$ cat src/rtl/didactic_uart_rx.sv
// UART receiver: 16x oversampled 8-bit frames with optional parity, a first-word-fall-through
// receive FIFO behind a valid/ready port, and sticky framing/parity/overrun flags.
module didactic_uart_rx #(
    parameter int FIFO_DEPTH = 8,
    parameter int DIV_W      = 16
) (
    input  logic             clk_in,
    input  logic             reset,
    input  logic             uart_rx,
    input  logic [DIV_W-1:0] cfg_div,
    input  logic             cfg_parity_en,
    input  logic             cfg_parity_odd,
    output logic [7:0]       rx_data,
    output logic             rx_valid,
    input  logic             rx_ready,
    output logic             rx_busy,
    output logic             err_frame,
    output logic             err_parity,
    output logic             err_overrun,
    input  logic             err_clr
);

    localparam int AW = $clog2(FIFO_DEPTH);

    typedef enum logic [2:0] {
        S_IDLE,
        S_START,
        S_DATA,
        S_PARITY,
        S_STOP,
        S_WAIT_IDLE
    } state_t;

    logic             sync_q1;
    logic             rx_s;
    state_t           state;
    logic [DIV_W-1:0] div_cnt;
    logic [DIV_W-1:0] div_l;
    logic             par_en_l;
    logic             par_odd_l;
    logic [3:0]       tcnt;
    logic [2:0]       bitn;
    logic [7:0]       shreg;
    logic             par_bad;
    logic             push_r;
    logic             tick;

    logic [7:0]       mem [FIFO_DEPTH];
    logic [AW:0]      wptr;
    logic [AW:0]      rptr;
    logic             full;
    logic             pop;
    logic             push_ok;

    // NOTE: non-blocking assignments keep these two flops a true shift chain; blocking
    // assignments here would collapse the synchronizer into a single stage.
    always_ff @(posedge clk_in or negedge reset) begin
        if (!reset) begin
            sync_q1 <= 1'b1;
            rx_s    <= 1'b1;
        end else begin
            sync_q1 <= uart_rx;
            rx_s    <= sync_q1;
        end
    end

    assign tick    = (div_cnt == div_l);
    assign rx_busy = (state != S_IDLE);

    always_ff @(posedge clk_in or negedge reset) begin
        if (!reset) begin
            state      <= S_IDLE;
            div_cnt    <= '0;
            div_l      <= '0;
            par_en_l   <= 1'b0;
            par_odd_l  <= 1'b0;
            tcnt       <= '0;
            bitn       <= '0;
            shreg      <= '0;
            par_bad    <= 1'b0;
            push_r     <= 1'b0;
            err_frame  <= 1'b0;
            err_parity <= 1'b0;
        end else begin
            push_r <= 1'b0;
            // NOTE: a later non-blocking assignment in the same block wins, so an error
            // raised below overrides this clear when both happen in one cycle.
            if (err_clr) begin
                err_frame  <= 1'b0;
                err_parity <= 1'b0;
            end
            if (state != S_IDLE && state != S_WAIT_IDLE) begin
                div_cnt <= tick ? '0 : div_cnt + 1'b1;
            end
            unique case (state)
                S_IDLE: begin
                    if (!rx_s) begin
                        state     <= S_START;
                        div_cnt   <= '0;
                        div_l     <= cfg_div;
                        par_en_l  <= cfg_parity_en;
                        par_odd_l <= cfg_parity_odd;
                        tcnt      <= '0;
                        bitn      <= '0;
                        par_bad   <= 1'b0;
                    end
                end
                S_START: begin
                    if (tick) begin
                        if (tcnt == 4'd7) begin
                            tcnt  <= '0;
                            state <= rx_s ? S_IDLE : S_DATA;
                        end else begin
                            tcnt <= tcnt + 1'b1;
                        end
                    end
                end
                S_DATA: begin
                    if (tick) begin
                        tcnt <= tcnt + 1'b1;
                        if (tcnt == 4'd15) begin
                            shreg <= {rx_s, shreg[7:1]};
                            bitn  <= bitn + 1'b1;
                            if (bitn == 3'd7) begin
                                state <= par_en_l ? S_PARITY : S_STOP;
                            end
                        end
                    end
                end
                S_PARITY: begin
                    if (tick) begin
                        tcnt <= tcnt + 1'b1;
                        if (tcnt == 4'd15) begin
                            par_bad <= ((^shreg) ^ rx_s) != par_odd_l;
                            state   <= S_STOP;
                        end
                    end
                end
                S_STOP: begin
                    if (tick) begin
                        tcnt <= tcnt + 1'b1;
                        if (tcnt == 4'd15) begin
                            if (!rx_s) begin
                                err_frame <= 1'b1;
                                state     <= S_WAIT_IDLE;
                            end else if (par_bad) begin
                                err_parity <= 1'b1;
                                state      <= S_IDLE;
                            end else begin
                                push_r <= 1'b1;
                                state  <= S_IDLE;
                            end
                        end
                    end
                end
                S_WAIT_IDLE: begin
                    if (rx_s) begin
                        state <= S_IDLE;
                    end
                end
                default: state <= S_IDLE;
            endcase
        end
    end

    // shreg is stable for many clocks after the stop sample, so the FIFO writes it directly.
    assign rx_valid = (wptr != rptr);
    assign full     = (wptr[AW] != rptr[AW]) && (wptr[AW-1:0] == rptr[AW-1:0]);
    assign pop      = rx_valid && rx_ready;
    assign push_ok  = push_r && (!full || pop);

    always_ff @(posedge clk_in or negedge reset) begin
        if (!reset) begin
            wptr        <= '0;
            rptr        <= '0;
            err_overrun <= 1'b0;
        end else begin
            if (push_ok) wptr <= wptr + 1'b1;
            if (pop)     rptr <= rptr + 1'b1;
            if (err_clr) err_overrun <= 1'b0;
            if (push_r && full && !pop) err_overrun <= 1'b1;
        end
    end

    // NOTE: the storage array has no reset; it is never observed while empty because
    // rx_data is forced to zero whenever rx_valid is low.
    always_ff @(posedge clk_in) begin
        if (push_ok) mem[wptr[AW-1:0]] <= shreg;
    end

    assign rx_data = rx_valid ? mem[rptr[AW-1:0]] : 8'h00;

endmodule

$ cat config.mk
export PLATFORM = sky130hd
export DESIGN_NAME = didactic_uart_rx
export DESIGN_NICKNAME = d
export VERILOG_FILES = /design/src/rtl/didactic_uart_rx.sv
export SDC_FILE = /design/constraint.sdc
export NUM_CORES = 1
export LEC_CHECK = 0
export CAP_MARGIN = 20
export CELL_PAD_IN_SITES_DETAIL_PLACEMENT = 0
export CELL_PAD_IN_SITES_GLOBAL_PLACEMENT = 1
export CORE_MARGIN = 3
export CORE_UTILIZATION = 49
export DETAILED_ROUTE_END_ITERATION = 6
export PLACE_DENSITY = 0.8
export RECOVER_POWER = 25
export SLEW_MARGIN = 25
export SYNTH_ARGS = -nofsm -noshare
export SYNTH_HDL_FRONTEND = slang
export SYNTH_SLANG_ARGS = --single-unit
$ cat constraint.sdc
create_clock -name clk_in -period 2.95 [get_ports clk_in]
set_input_delay 0.59 -clock clk_in [delete_from_list [all_inputs] [get_ports clk_in]]
set_output_delay 0.59 -clock clk_in [all_outputs]
set_load 0.02 [all_outputs]
==> results of run 1 <==
[area by class of cell]
class	count	area, µm²	area share [%]
flip-flops and latches	131	3600	50.6
inverters	14	52.6	0.739
clock inverters	15	193	2.71
multi-input cells	259	2180	30.6
well taps	143	179	2.51
clock buffers	17	425	5.98
repair buffers	51	487	6.84
[metal layers]
metal | global-route usage, % | wire [µm]
met1 | 23.6 | 4970
met2 | 29.3 | 5470
met3 | 5.12 | 349
met4 | 5.88 | 118
met5 | 0 | 0
[timing repair]
action / 4_1_cts / 5_1_grt
resized for setup: 0 / 4
buffers inserted: 0 / 0
endpoints found under the setup margin: 0 / 4
[where the power goes]
| group | switching, mW | internal [mW] | total [mW] |
|---|---|---|---|
| Sequential | 0.0493 | 1.94 | 1.99 |
| Combinational | 0.0607 | 0.0780 | 0.139 |
| Clock | 0.815 | 1.35 | 2.17 |
[registers in the layout, indices dropped and copies added, names as in the netlist]
name / cells
err_parity: 1
sync_q1: 1
push_r: 1
par_bad: 1
div_l: 16
wptr: 4
shreg: 8
err_frame: 1
rptr: 4
tcnt: 4
err_overrun: 1
rx_s: 1
div_cnt: 16
state: 3
mem: 64
bitn: 3
par_odd_l: 1
par_en_l: 1
[how the worst max path moves through the flow]
| stage | depth (start not counted) | to | slack (ps) | startpoint |
|---|---|---|---|---|
| global route | 5 | rx_data[3] | 8 | rptr[0] |
| global placement | 5 | rx_data[7] | 520 | rptr[0] |
| finish | 5 | rx_data[7] | 90 | rptr[0] |
| CTS | 5 | rx_data[4] | 20 | rptr[0] |
| floorplan | 6 | mem[0][0] | 640 | rptr[1] |
| detailed placement | 5 | rx_data[7] | 500 | rptr[0] |
[metrics by stage]
| stage | cells | hold WS [ps] |
|---|---|---|
| final | 630 | 356 |
| after CTS | 630 | 148 |
| after global placement | 598 | 346 |
| after global routing | 630 | 359 |
| after detailed placement | 598 | 347 |
| after floorplan | 426 | 294 |
[cells in the mapped netlist (2+ instances only)]
| cell | count | share of area, % |
|---|---|---|
| a211oi_1 | 2 | 0.25 |
| a21boi_0 | 2 | 0.25 |
| a21oi_1 | 5 | 0.42 |
| and3_1 | 4 | 0.42 |
| buf_1 | 3 | 0.19 |
| buf_2 | 2 | 0.17 |
| buf_6 | 2 | 0.38 |
| clkbuf_1 | 14 | 0.89 |
| dfrtp_1 | 65 | 27 |
| dfstp_2 | 2 | 0.89 |
| edfxtp_1 | 64 | 32 |
| ha_1 | 6 | 1.3 |
| inv_1 | 14 | 0.89 |
| mux2_2 | 24 | 4.6 |
| mux2_4 | 8 | 2.0 |
| mux2i_1 | 10 | 1.7 |
| mux4_2 | 16 | 6.1 |
| nand2_1 | 21 | 1.3 |
| nand2b_1 | 2 | 0.21 |
| nand3_1 | 10 | 0.84 |
| nand3b_1 | 2 | 0.25 |
| nand4_1 | 3 | 0.32 |
| nor2_1 | 34 | 2.2 |
| nor2b_1 | 7 | 0.74 |
| nor3_1 | 8 | 0.67 |
| nor3b_1 | 4 | 0.51 |
| nor4_1 | 8 | 0.84 |
| o211ai_1 | 3 | 0.38 |
| o21ai_0 | 4 | 0.34 |
| o22ai_1 | 4 | 0.42 |
| or2_2 | 2 | 0.21 |
| or3_1 | 3 | 0.32 |
| xnor2_1 | 29 | 4.3 |
| xor2_1 | 21 | 3.1 |
[kinds of logic (layout without fill, tap and decap cells)]
family | Yosys count | after routing
flops | 131 | 131
simple gates | 112 | 112
mux | 58 | 58
xor+xnor | 51 | 51
buf+inv | 36 | 97
compound gates | 32 | 32
fa+ha+maj | 6 | 6
==> flow_summary.ini, run 1 <==
[status]
outcome = completed

[setup_path]
cp_top_family = buffers and inverters
crit_slowest_cell = clkdlybuf4s50_1
required_ps = 2360
rrSetupSlack_ps = 540
slowest_delay_ps = 530
crit_type = reg -> out
reg2reg_depth = 5
cp_cell_sequence = buf_12, mux4_2, mux2i_1, nor2_1, clkdlybuf4s50_1
setup.worst_path.start_class = flop
r2r_start = div_cnt[8]
crit_fanout = 20
critPathBufInv = 2
crit_arrival_ps = 2270
endpoint_kind = output pin
r2r-end = shreg[6]

[logic_synthesis]
yosys-mux-area-fraction_pct = 14.3
yosys.area_share.simple_pct = 9.51
synth_compound_area_share_pct = 3.82
seq_area_frac_synth_pct = 60.7
synth_edf_count = 64
ys_ff_latch = 131
synth_top_family_by_area = multiplexers
ys.flop_type = dfrtp_1
ys_types = 52
syn-num-nets = 455
synth_warnings = 0
synth_area_um2 = 5930
avgSynthCellArea_um2 = 13.9
netlist_instances = 426
yosys.area_share.adder_pct = 1.27
synth_xor_area_share_pct = 7.76
synth_async_sr_flop_share_pct = 51.1

[timing]
hold_viol_final = 0
finalSetupViolations = 0
clock_skew_ps = 10.9
max_freq_ghz = 0.350
fin_crit_sh_pct = 96.9
fin_tns_setup_ps = 0
slew_headroom_pct = 20.9
rsz0062_at_grt = no
maxSlewViolCount = 0
worstMarginPinSlew_ps = 1190
setup_slack_ps = 90.1
period_needed_ps = 2860

[clock_network]
cts_tree = yes
clk_pin_slew_ps = 60
clockRootBuffer = clkbuf_16
hold_buffers = 0
htreeDepth = 4
cts_made_buffers = 17
cts_buffer_depth = 2
clock_sinks = 131
clkLatencyLatePin_ps = 410

[hold_path]
hold_path.class = reg -> reg
hold_depth = 0
hp-start = sync_q1
hold_end = rx_s

[placement]
gp_congestion = 0.773
port_buffers = 35
dp_slack_ps = 499
hpwl_mm = 7.16
place_area_um2 = 6490

[grt]
grt_antenna_before_repair = 0
grt_pass1_vias = 3496
grt-ovfl-total = 0
grt_pass1_wl_mm = 18.3
grt_use_total_pct = 18.0
grt_max_degree = 26

[finish]
final_cell_mix = dfrtp_1, edfxtp_1, nor2_1
drive_above_1_share_pct = 20.7
n_antenna_cell = 0
area_growth_pct = 19.9
layout_commonest_cell = dfrtp_1
final_util_pct = 61.3
fillers = 900
nets = 503
final_area_um2 = 7110

[power]
peakVddDrop_mv = 0.374
total_power_mw = 4.30
p_leak_nw = 2.97
power.density_nw_per_um2 = 605

[detailed_routing]
post_drt_via_cell_ratio = 5.51
drc_errors = 0
wl_mm = 10.9
firstDrtPassIters = 4
wl_per_cell_um = 17.3
vias = 3472
drtIter0Drc = 226
ant_nets = 0

[floorplanning]
start_util_pct = 51.1
io_pins = 36
std_cell_rows = 39
dieArea_um2 = 13500
die_x_um = 116
core_um2 = 11600
die_h_um = 116

[flow_run]
maxCapViolations = 0
(Power assumes the default switching activity.)
==> inputs of run 2 (changes only) <==
--- a/config.mk
+++ b/config.mk
@@ -10,10 +10,11 @@
 export CELL_PAD_IN_SITES_GLOBAL_PLACEMENT = 1
 export CORE_MARGIN = 3
 export CORE_UTILIZATION = 49
+export CTS_CLUSTER_DIAMETER = 30
+export CTS_CLUSTER_SIZE = 40
 export DETAILED_ROUTE_END_ITERATION = 6
 export PLACE_DENSITY = 0.8
 export RECOVER_POWER = 25
-export SLEW_MARGIN = 25
 export SYNTH_ARGS = -nofsm -noshare
 export SYNTH_HDL_FRONTEND = slang
 export SYNTH_SLANG_ARGS = --single-unit
==> results of run 2 <==
The final DEF is identical to that of run 1; final timing and power are the same.
==> inputs of run 3 (changes only) <==
--- a/config.mk
+++ b/config.mk
@@ -5,15 +5,16 @@
 export SDC_FILE = /design/constraint.sdc
 export NUM_CORES = 1
 export LEC_CHECK = 0
+export ABC_CLOCK_PERIOD_IN_PS = 2420
 export CAP_MARGIN = 20
 export CELL_PAD_IN_SITES_DETAIL_PLACEMENT = 0
 export CELL_PAD_IN_SITES_GLOBAL_PLACEMENT = 1
 export CORE_MARGIN = 3
-export CORE_UTILIZATION = 49
+export CORE_UTILIZATION = 45
 export CTS_CLUSTER_DIAMETER = 30
 export CTS_CLUSTER_SIZE = 40
 export DETAILED_ROUTE_END_ITERATION = 6
-export PLACE_DENSITY = 0.8
+export PLACE_DENSITY = 0.77
 export RECOVER_POWER = 25
 export SYNTH_ARGS = -nofsm -noshare
 export SYNTH_HDL_FRONTEND = slang
==> constraint.sdc (replaced) <==
create_clock -name clk_in -period 2.42 [get_ports clk_in]
set_input_delay 0.484 -clock clk_in [delete_from_list [all_inputs] [get_ports clk_in]]
set_output_delay 0.484 -clock clk_in [all_outputs]
set_load 0.02 [all_outputs]
==> run 3 against run 2 <==
Against the previous run: the run now ends with setup timing left; via count rose by 1.9%; register-to-register slack lost 410 ps; final area increased by 3.4%; cell count up 7.9%; total power is 19% higher; worst setup slack lost 110 ps; non-clock buffer count grew 21; count of clock-buffer cells in the layout up 1; sequential power rose by 22%; global-route usage fell by 0.83 points; wire length grew 5.6%; first-iteration DRC count rose by 0.88%.
==> flow_summary.ini, run 3 (synthesized netlist as in run 1, its figures left out) <==
[finish]
nets = 524
final_util_pct = 57.6
finalNonFillerCells = 680
drive_above_1_share_pct = 26.8
largest_reg_flops = 64
final_cell_mix = dfrtp_1, edfxtp_1, nor2_1
area_growth_pct = 24.1
n_antenna_cell = 0

[timing]
holdWs_ps = 364
clock_skew_ps = 8.54
rsz0062_at_grt = yes
finalSetupViolations = 1
period_needed_ps = 2440
maxSlewViolCount = 0
worstMarginPinSlew_ps = 699
hold_viol_final = 0
setup_slack_ps = -16.0
fin_crit_sh_pct = 101
slew_headroom_pct = 53.3
max_freq_ghz = 0.411

[detailed_routing]
wl_per_cell_um = 16.9
ant_nets = 0
drc_errors = 0
post_drt_via_cell_ratio = 5.20
firstDrtPassIters = 4
wl_mm = 11.5
drtIter0Drc = 228
vias = 3539

[grt]
grt_antenna_before_repair = 0
grt_pass1_vias = 3709
grt_pass1_wl_mm = 19.1
grt_use_total_pct = 17.2
grt_max_degree = 54
grt-ovfl-total = 0

[floorplanning]
die_h_um = 121
core_um2 = 12800
io_pins = 36
dieArea_um2 = 14600
die_x_um = 121
start_util_pct = 46.4
std_cell_rows = 41

[clock_network]
clockRootBuffer = clkbuf_16
cts_buffer_depth = 2
clock_sinks = 131
cts_tree = yes
clkLatencyLatePin_ps = 420
htreeDepth = 4
cts_made_buffers = 17
clk_pin_slew_ps = 60

[setup_path]
endpoint_kind = output pin
crit_arrival_ps = 1950
reg2reg_depth = 6
r2r_start = div_cnt[13]
r2r-end = shreg[7]
required_ps = 1940
setup.worst_path.start_class = flop
crit_type = reg -> out
rrSetupSlack_ps = 130
crit_fanout = 8

[power]
peakVddDrop_mv = 0.419
power.density_nw_per_um2 = 695
total_power_mw = 5.12
p_leak_nw = 3.03

[hold_path]
hp-start = sync_q1
hold_depth = 0
hold_end = rx_s
hold_path.class = reg -> reg

[placement]
hpwl_mm = 7.42
gp_congestion = 0.795
port_buffers = 35
dp.cells = 637

[status]
violations = setup timing
outcome = finished with violations

[flow_run]
maxCapViolations = 0
-- run 3: changes by cell type in the layout (fill, tap and decap cells not counted), sizes merged --
cell,change
buf,+29
bufinv,-1
clkbuf,+1
clkdlybuf4s50,-6
clkinv,-1
clkinvlp,+5
dlygate4sd3,+1
dlymetal6s2s,-3
inv,-4
-- run 3: routing by layer --
metal | wire (µm) | share of wire [%] | global-route usage (%)
met5 | 0 | 0 | 0
met4 | 196 | 1.7 | 6.02
met3 | 438 | 3.8 | 5.19
met2 | 5760 | 50 | 28.5
met1 | 5130 | 44 | 21.5
-- run 3: layout make-up --
type	instances	area (µm²)
flip-flops and latches	131	3600
well taps	172	215
clock buffers	18	429
inverters	14	52.6
fillers	1035	5410
repair buffers	72	694
multi-input cells	259	2210
clock inverters	14	155
-- run 3: per-stage QoR --
stage	setup TNS [ps]	instance area, µm²	setup WS [ps]
global placement	0	6640	89.1
detailed placement	0	6640	64.9
floorplan	0	5930	113
global route	-699	7360	-125
CTS	-250	7300	-66.8
finish	-16.0	7360	-16.0
-- run 3: what timing repair did --
action                     4_1_cts  5_1_grt
hold buffers                     1        0
hold endpoints to repair        14        0
pin swaps                        0        2
setup endpoints to repair        9       20
gates cloned                     2        0
gates resized for setup         39       13
buffers inserted                 4        6
-- run 3: critical path: stages, from the launching register on --
cell	delay (ps)
dfrtp_2	410
clkbuf_16	180
buf_12	110
mux4_2	480
mux2i_1	160
nor2_1	60
buf_2	150
-- run 3: report_power, final --
part / internal [mW] / total [mW] / switching (mW) / leakage (nW)
Combinational: 0.0980 / 0.173 / 0.0752 / 1.14
Clock: 1.53 / 2.51 / 0.980 / 0.270
Sequential: 2.37 / 2.43 / 0.0643 / 1.62
Total: 4.00 / 5.12 / 1.12 / 3.03
-- run 3: how the worst max path moves through the flow --
stage,from,endpoint,slack [ps],depth (start not counted)
2_1_floorplan,rptr[1],mem[0][0],110,6
3_3_place_gp,rptr[0],rx_data[6],90,5
3_5_place_dp,rptr[0],rx_data[6],60,5
4_1_cts,rptr[0],rx_data[2],-70,6
5_1_grt,rptr[0],rx_data[0],-120,6
6_report,rptr[0],rx_data[1],-20,6
